===== config.mk =====
export PLATFORM = sky130hd
export DESIGN_NAME = mul_sequencer
export DESIGN_NICKNAME = d
export VERILOG_FILES = /design/src/rtl/mul_sequencer.sv
export SDC_FILE = /design/constraint.sdc
export NUM_CORES = 1
export LEC_CHECK = 0
export BUFFER_PORTS_ARGS = -buffer_cell sky130_fd_sc_hd__buf_2
export CORE_MARGIN = 2
export CORE_UTILIZATION = 54
export CTS_CLUSTER_DIAMETER = 200
export DETAILED_ROUTE_END_ITERATION = 12
export PLACE_DENSITY = 0.77
export SETUP_SLACK_MARGIN = 0.2
export SKIP_CTS_REPAIR_TIMING = 1
export SLEW_MARGIN = 0
export SYNTH_ARGS = -nofsm -noshare
export SYNTH_HDL_FRONTEND = slang
export SYNTH_SLANG_ARGS = --single-unit

===== constraint.sdc =====
create_clock -name clk -period 3.9 [get_ports clk]
set_input_delay 0.585 -clock clk [delete_from_list [all_inputs] [get_ports clk]]
set_output_delay 0.585 -clock clk [all_outputs]
set_load 0.02 [all_outputs]

===== src/rtl/mul_sequencer.sv =====
// Sequential radix-2 shift-add multiplier (MUL / UMULL / SMULL) with fixed WIDTH-cycle latency.
// Define MUL_SIGNED_EN to build SMULL sign handling; without it op=11 behaves as UMULL.
module mul_sequencer #(
   parameter int unsigned WIDTH = 32
) (
   input  logic             clk,
   input  logic             reset,
   input  logic             start,
   input  logic [1:0]       op,
   input  logic [WIDTH-1:0] a,
   input  logic [WIDTH-1:0] b,
   output logic             busy,
   output logic             done,
   output logic [WIDTH-1:0] lo,
   output logic [WIDTH-1:0] hi
);
   localparam int unsigned CW = (WIDTH > 1) ? $clog2(WIDTH) : 1;

   typedef enum logic [1:0] {IDLE, RUN, DONE} state_t;

   state_t             state, state_next;
   logic               accept, last;
   logic [CW-1:0]      cnt;
   logic [WIDTH-1:0]   mcand, mag_a, mag_b;
   logic [2*WIDTH:0]   acc, acc_step;
   logic [WIDTH:0]     upper;
   logic [2*WIDTH-1:0] result;
   logic               is_mul;
`ifdef MUL_SIGNED_EN
   logic               neg, neg_in;
`endif

   always_ff @(posedge clk) begin
      if (reset) state <= IDLE;
      else       state <= state_next;
   end

   always_comb begin
      state_next = state;
      accept     = 1'b0;
      last       = 1'b0;
      busy       = 1'b0;
      done       = 1'b0;
      case (state)
         IDLE: begin
            accept = start;
            if (start) state_next = RUN;
         end
         RUN: begin
            busy = 1'b1;
            last = (cnt == CW'(WIDTH - 1));
            if (last) state_next = DONE;
         end
         DONE: begin
            done       = 1'b1;
            accept     = start;
            state_next = start ? RUN : IDLE;
         end
         default: state_next = IDLE;
      endcase
   end

   // Two's-complement magnitude; the most-negative value maps to 2^(WIDTH-1) as unsigned.
   always_comb begin
      mag_a = a;
      mag_b = b;
`ifdef MUL_SIGNED_EN
      neg_in = 1'b0;
      if (op == 2'b11) begin
         if (a[WIDTH-1]) mag_a = -a;
         if (b[WIDTH-1]) mag_b = -b;
         neg_in = a[WIDTH-1] ^ b[WIDTH-1];
      end
`endif
   end

   // acc = {carry, partial product, remaining multiplier bits}; add then shift right.
   always_comb begin
      upper = acc[2*WIDTH:WIDTH];
      if (acc[0]) upper = upper + {1'b0, mcand};
      acc_step = {upper, acc[WIDTH-1:0]} >> 1;
      result   = acc_step[2*WIDTH-1:0];
`ifdef MUL_SIGNED_EN
      if (neg) result = -result;
`endif
   end

   always_ff @(posedge clk) begin
      if (reset) begin
         cnt    <= '0;
         mcand  <= '0;
         acc    <= '0;
         is_mul <= 1'b0;
         lo     <= '0;
         hi     <= '0;
`ifdef MUL_SIGNED_EN
         neg    <= 1'b0;
`endif
      end else if (accept) begin
         cnt    <= '0;
         mcand  <= mag_a;
         acc    <= {{(WIDTH + 1){1'b0}}, mag_b};
         is_mul <= (op == 2'b00) || (op == 2'b01);
`ifdef MUL_SIGNED_EN
         neg    <= neg_in;
`endif
      end else if (state == RUN) begin
         acc <= acc_step;
         cnt <= cnt + CW'(1);
         if (last) begin
            lo <= result[WIDTH-1:0];
            hi <= is_mul ? '0 : result[2*WIDTH-1:WIDTH];
         end
      end
   end
endmodule


==> results of run 1 <==
==> per-stage QoR <==
stage	instances	util, %	power [mW]
floorplan	992	-	2.24
global placement	1253	60.1	2.37
detailed placement	1253	60.1	2.38
CTS	1285	64.0	3.98
global route	1285	64.0	4.12
finish	1285	64.0	3.97
==> critical path, delay by kind of cell (launching register included) <==
kind	cells	cell delay, ns
flip-flops	1	0.32
AND/OR/NAND/NOR	1	0.16
AO/OA/AOI/OAI	7	1.68
adder cells (fa/ha/maj)	2	0.66
==> cells by family (layout without fill, tap and decap cells) <==
group / after synthesis / count (layout) / synth area share [%]
compound gates: 304 / 304 / 23.4
buf+inv: 79 / 188 / 4.00
fa+ha+maj: 35 / 35 / 5.58
mux: 24 / 24 / 3.04
flops: 168 / 168 / 42.2
xor+xnor: 29 / 29 / 3.18
simple gates: 353 / 353 / 18.6
==> cells in the final DEF, fill, tap and decap left out, types with 3 or more instances in the layout <==
master      count
a211oi_1       12
a21o_1         10
a21oi_1       135
a21oi_2         3
a22oi_1         4
and3_1          3
buf_2         132
buf_4          12
clkbuf_16      17
clkinvlp_4      4
dfxtp_1       167
ha_1           34
inv_1          10
inv_6           4
inv_8           3
mux2i_1        22
nand2_1       191
nand2b_1        3
nand3_1         4
nand4_1         6
nor2_1         81
nor3_1         49
nor4_1          3
o211ai_1        3
o21a_1          4
o21ai_0        51
o21ai_1         9
o21bai_1       10
o22ai_1        32
o31ai_1         3
xnor2_1        22
xor2_1          7
==> power groups by stage <==
stage,registers [mW],logic (mW),clock network [mW]
2_1_floorplan,1.87,0.375,0
3_3_place_gp,1.89,0.471,0
3_5_place_dp,1.90,0.479,0
4_1_cts,1.86,0.482,1.64
5_1_grt,1.87,0.542,1.72
6_report,1.86,0.485,1.62
==> state kept, by name (all words and copies together), names as in the netlist <==
signal and count:
acc 64, is_mul 1, cnt 5, state 2, mcand 32, hi 32
lo 32
==> worst max path at each step <==
stage / depth (start not counted) / slack (ns) / endpoint / startpoint
5_1_grt: 10 / 0.82 / hi[29] / mcand[0]
3_3_place_gp: 10 / 1.01 / acc[61] / mcand[0]
3_5_place_dp: 10 / 0.99 / acc[61] / mcand[0]
2_1_floorplan: 10 / 1.40 / acc[49] / mcand[0]
6_report: 10 / 0.93 / acc[61] / mcand[0]
4_1_cts: 10 / 0.96 / acc[61] / mcand[0]
==> layer usage <==
layer / vias to the layer above / wire length [um]
met3: 33 / 1360
met4: 0 / 398
met5: - / 0
li1: 3681 / -
met1: 3418 / 8950
met2: 198 / 9430
==> layout make-up <==
| class | count | area (um2) | area share (%) |
|---|---|---|---|
| clock inverters | 14 | 133 | 1.43 |
| repair buffers | 144 | 751 | 8.10 |
| multi-input cells | 745 | 4300 | 46.4 |
| flip-flops and latches | 168 | 3360 | 36.3 |
| well taps | 184 | 230 | 2.48 |
| clock buffers | 18 | 439 | 4.74 |
| inverters | 12 | 45.0 | 0.486 |
==> cells in the mapped netlist (9+ instances only) <==
master and count:
nand2_1 191, inv_1 10, mux2i_1 22, o21bai_1 10
ha_1 34, nor2_1 81, xnor2_1 22, o21ai_0 51
a21o_1 10, nor3_1 49, o22ai_1 32, dfxtp_1 168
clkbuf_1 59, o21ai_1 9, a211oi_1 12, a21oi_1 135
==> qor.yml, run 1 <==
pwr:
  clkPwrFrac_pct: 40.9
  intPower_mw: 2.83
  p_sw_mw: 1.13
  pwr-share-seq_pct: 46.9
  pwr-share-comb_pct: 12.2
  total_leakage_power_nw: 3.80
  p_sw_share_pct: 28.6
  max-vdd-ir-drop_mv: 0.426
  p_per_area_nw_per_um2: 428
route:
  wl_per_cell_um: 15.7
  drc: 0
  wirelength_um: 20100
  first_pass_iters: 4
  antenna_left: 0
  drt_iter0_drc: 398
  via_per_inst: 5.70
  num_vias: 7330
setup_path:
  critical_path_class: "register to register"
  r2r_start: "mcand[0]"
  cp-end-kind: "register"
  cp_common_cell: "a21oi_1"
  reg2reg_depth: 10
  r2r_setup_slack_ns: 0.93
  arrival_ns: 3.26
  path_cells: "ha_1 -> fa_1 -> a21oi_1 -> o211ai_1 -> a2111oi_1 -> nor2_2 -> a21boi_2 -> o21ai_0 -> o2bb2ai_1 -> a21oi_1"
  required_ns: 4.19
  slowest_delay_ns: 0.49
  crit_fanout: 4
  worstReg2RegEnd: "acc[61]"
  slowest_stage: "a2111oi_1"
  startpoint_type: "register"
floorplanning:
  dieArea_um2: 15800
  die_h_um: 126
  die_width_um: 126
  num_rows: 44
  initial_core_util_pct: 55.1
  io_pins: 135
  core_um2: 14500
hold_path:
  min_delay_path_depth: 2
  hold_end: "is_mul"
  hold_path.class: "primary input to register"
  hold_start: "op[1]"
timing:
  fin_ws_ns: 0.930
  finalSetupTns_ns: 0
  tightest_slew_ns: 1.03
  skew_ns: 0.00963
  finalCritPeriodShare_pct: 76.2
  setup_viol: 0
  hold_viol_final: 0
  rsz0062_at_grt: "no"
  hold_slack_ns: 0.336
  max_slew_margin_pct: 30.9
  period_minus_slack_ns: 2.97
  fmax_ghz: 0.337
  finalMaxSlewViolations: 0
clocking:
  htree_levels: 4
  clk_latency_ns: 0.43
  cts_buffers: 17
  clockRootBuffer: "clkbuf_16"
  cts_tree: "yes"
  clock-sinks: 168
  clk_path_buf_depth: 2
  clk_pin_slew_ns: 0.07
finish:
  antenna_cells: 0
  final_area_um2: 9270
  drive_above_1_share_pct: 18.4
  fillers: 1301
  nets: 1192
  areaGrowthSynthToFinish_pct: 16.1
placement:
  port_buffers: 133
  placed_area_um2: 8690
  dp_slack_ns: 0.986
  place_hpwl_um: 13600
  gp_congestion: 0.943
synthesis:
  synth_cell_types: 66
  synthTopCellsByArea: "dfxtp_1, nand2_1, a21oi_1"
  synthFlopType: "dfxtp_1"
  syn-instance-count: 992
  synth_warnings: 0
  ys_ff_latch: 168
  synth_area_leader_cell: "dfxtp_1"
  syn_avg_cell_area_um2: 8.04
  synth-seq-area-share_pct: 42.2
  postSynthNetCount: 1096
  synth-edff-count: 0
  synth_top_area_share_pct: 42.2
  async_flop_share_pct: 0
  syn_area_um2: 7980
status:
  status: "complete, no violations"
global_routing:
  met2_usage_pct: 43.3
  grt_overflow: 0
  grt_pass1_vias: 7014
  grt_max_degree: 66
  grt.busiest_layer: "met2"
  grt_antenna_before_repair: 0
  grt_pass1_wl_um: 33800
  use_met1_pct: 32.5
  track_usage_pct: 25.9
  grt_use_met3_pct: 7.19
job:
  drv_cap: 0
Note: power is estimated with default switching activity, not from simulation.
==> run 2: changes to the inputs <==
--- a/config.mk
+++ b/config.mk
@@ -7,10 +7,10 @@
 export LEC_CHECK = 0
 export BUFFER_PORTS_ARGS = -buffer_cell sky130_fd_sc_hd__buf_2
 export CORE_MARGIN = 2
-export CORE_UTILIZATION = 54
+export CORE_UTILIZATION = 51
 export CTS_CLUSTER_DIAMETER = 200
 export DETAILED_ROUTE_END_ITERATION = 12
-export PLACE_DENSITY = 0.77
+export PLACE_DENSITY = 0.76
 export SETUP_SLACK_MARGIN = 0.2
 export SKIP_CTS_REPAIR_TIMING = 1
 export SLEW_MARGIN = 0
==> constraint.sdc (replaced) <==
create_clock -name clk -period 2.7 [get_ports clk]
set_input_delay 0.405 -clock clk [delete_from_list [all_inputs] [get_ports clk]]
set_output_delay 0.405 -clock clk [all_outputs]
set_load 0.02 [all_outputs]
==> qor.yml, run 2 (synthesized netlist as in run 1, its figures left out) <==
route:
  first_pass_iters: 7  # +3
  num_vias: 7437  # +1.5%
  drt_iter0_drc: 584  # +47%
  via_per_inst: 5.55  # -2.6%
  drc: 0  # unchanged
  antenna_left: 0  # unchanged
  wirelength_um: 21200  # +5.4%
  wl_per_cell_um: 15.8  # +1.1%
setup_path:
  worstReg2RegEnd: "acc[54]"
  cp-end-kind: "register"
  critical_path_class: "register to register"
  reg2reg_depth: 9  # -1
  crit_fanout: 4  # unchanged
  arrival_ns: 2.83  # -0.43 ns
  required_ns: 3.06  # -1.13 ns
  r2r_setup_slack_ns: 0.24  # -0.69 ns
  startpoint_type: "register"
  r2r_start: "acc[39]"
timing:
  finalMaxSlewViolations: 0  # unchanged
  tightest_slew_ns: 0.951  # -0.0773 ns
  skew_ns: 0.00858  # -0.00105 ns
  finalCritPeriodShare_pct: 91.3  # +15 points
  setup_viol: 0  # unchanged
  period_minus_slack_ns: 2.46  # -0.506 ns
  hold_slack_ns: 0.155  # -0.180 ns
  fmax_ghz: 0.406  # +21%
  rsz0062_at_grt: "yes"
  hold_viol_final: 0  # unchanged
  max_slew_margin_pct: 36.1  # +5.2 points
pwr:
  intPower_mw: 4.28  # +51%
  p_sw_mw: 1.62  # +43%
  pwr-share-seq_pct: 45.4  # -1.5 points
  total_power_mw: 5.91  # +49%
  total_leakage_power_nw: 3.97  # +4.4%
  max-vdd-ir-drop_mv: 0.445  # +4.5%
  p_sw_share_pct: 27.5  # -1.1 points
  clkPwrFrac_pct: 41.5  # +0.6 points
  p_per_area_nw_per_um2: 605  # +41%
  pwr-share-comb_pct: 13.2  # +1.0 points
job:
  drv_cap: 0  # unchanged
finish:
  largest_register: "acc"
  nets: 1219  # +2.3%
  largest_reg_flops: 64  # unchanged
  drive_above_1_share_pct: 24.0  # +5.6 points
  fillers: 1318  # +1.3%
  areaGrowthSynthToFinish_pct: 22.4
  antenna_cells: 0  # unchanged
  final_cell_mix: "nand2_1, dfxtp_1, buf_2, a21oi_1, nor2_1"
  layout_commonest_cell: "nand2_1"
placement:
  place_hpwl_um: 14500  # +6.1%
  port_buffers: 133  # unchanged
  gp_congestion: 0.946  # +0.27%
global_routing:
  grt_pass1_wl_um: 33300  # -1.5%
  grt_pass1_vias: 6801  # -3.0%
  grt_max_degree: 51  # -23%
  grt_antenna_before_repair: 0  # unchanged
  grt_overflow: 0  # unchanged
  track_usage_pct: 25.2  # -0.79 points
floorplanning:
  dieArea_um2: 16700  # +5.7%
  io_pins: 135  # unchanged
  die_h_um: 129  # +2.8%
  num_rows: 45  # +2.3%
  die_width_um: 129  # +2.8%
  core_um2: 15300  # +5.4%
  initial_core_util_pct: 52.3  # -2.8 points
status:
  status: "complete, no violations"
clocking:
  clk_pin_slew_ns: 0.07  # about the same
  clk_latency_ns: 0.43  # about the same
  cts_tree: "yes"
  htree_levels: 4  # unchanged
  clockRootBuffer: "clkbuf_16"
  clock-sinks: 168  # unchanged
  clk_path_buf_depth: 2  # unchanged
  cts_buffers: 17  # unchanged
hold_path:
  min_delay_path_depth: 2  # unchanged
  hold_end: "is_mul"
  hold_start: "op[1]"
  hold_path.class: "primary input to register"
-- run 2: changes by cell type in the layout (fill, tap and decap cells not counted), moves of 4 or more --
cell     change
a21oi_1      -8
a21oi_2      +6
buf_4       +27
dfxtp_1      -9
dfxtp_2      +8
ha_1        -11
ha_2         +6
ha_4         +5
o21ai_0      -4
-- run 2: worst max path at each step --
stage,startpoint,slack [ns],endpoint
6_report,acc[39],0.24,acc[54]
5_1_grt,acc[32],0.08,hi[25]
4_1_cts,mcand[0],-0.07,hi[25]
3_5_place_dp,mcand[0],-0.0009,hi[25]
3_3_place_gp,mcand[0],0.04,hi[25]
2_1_floorplan,mcand[0],0.20,acc[49]
-- run 2: per-layer routing --
layer / GRT usage (%) / vias up / part of all wire, %
met1: 31.1 / 3466 / 44
li1: - / 3732 / -
met3: 8.30 / 21 / 6.9
met5: 0 / - / 0
met2: 42.3 / 218 / 48
met4: 6.84 / 0 / 1.2
-- run 2: final cells by class --
cell class / instances / area [um2] / share of cell area, %
multi-input combinational: 745 / 4530 / 46.4
inverter: 12 / 47.5 / 0.487
tap: 211 / 264 / 2.70
sequential: 168 / 3380 / 34.6
timing repair buffer: 171 / 953 / 9.76
clock inverter: 14 / 161 / 1.65
clock buffer: 18 / 429 / 4.39
-- run 2: worst max-delay path, stage by stage, from the launching register on --
cell and delay (ns):
dfxtp_4 0.36, ha_4 0.31, nand2_8 0.07, nor4_4 0.34
a211oi_4 0.09, o31ai_4 0.38, a31oi_4 0.16, o21bai_1 0.23
mux2_4 0.33, a21oi_2 0.12
-- run 2: stage by stage --
step	area [um2]	util (%)	setup WS, ns	TNS [ns]	instances
after floorplan	7980	-	0.201	0	992
after CTS	9450	61.9	-0.0666	-0.166	1329
final	9770	64.0	0.235	0	1339
after detailed placement	8860	58.1	-0.000919	-0.000919	1297
after global routing	9770	64.0	0.0816	0	1339
after global placement	8860	58.1	0.0350	0	1297
-- run 2: power groups by stage --
stage / clock, mW / combinational [mW] / sequential, mW
final: 2.45 / 0.777 / 2.68
after global routing: 2.61 / 0.852 / 2.69
after CTS: 2.49 / 0.737 / 2.67
after detailed placement: 0 / 0.731 / 2.73
after global placement: 0 / 0.719 / 2.73
after floorplan: 0 / 0.542 / 2.70
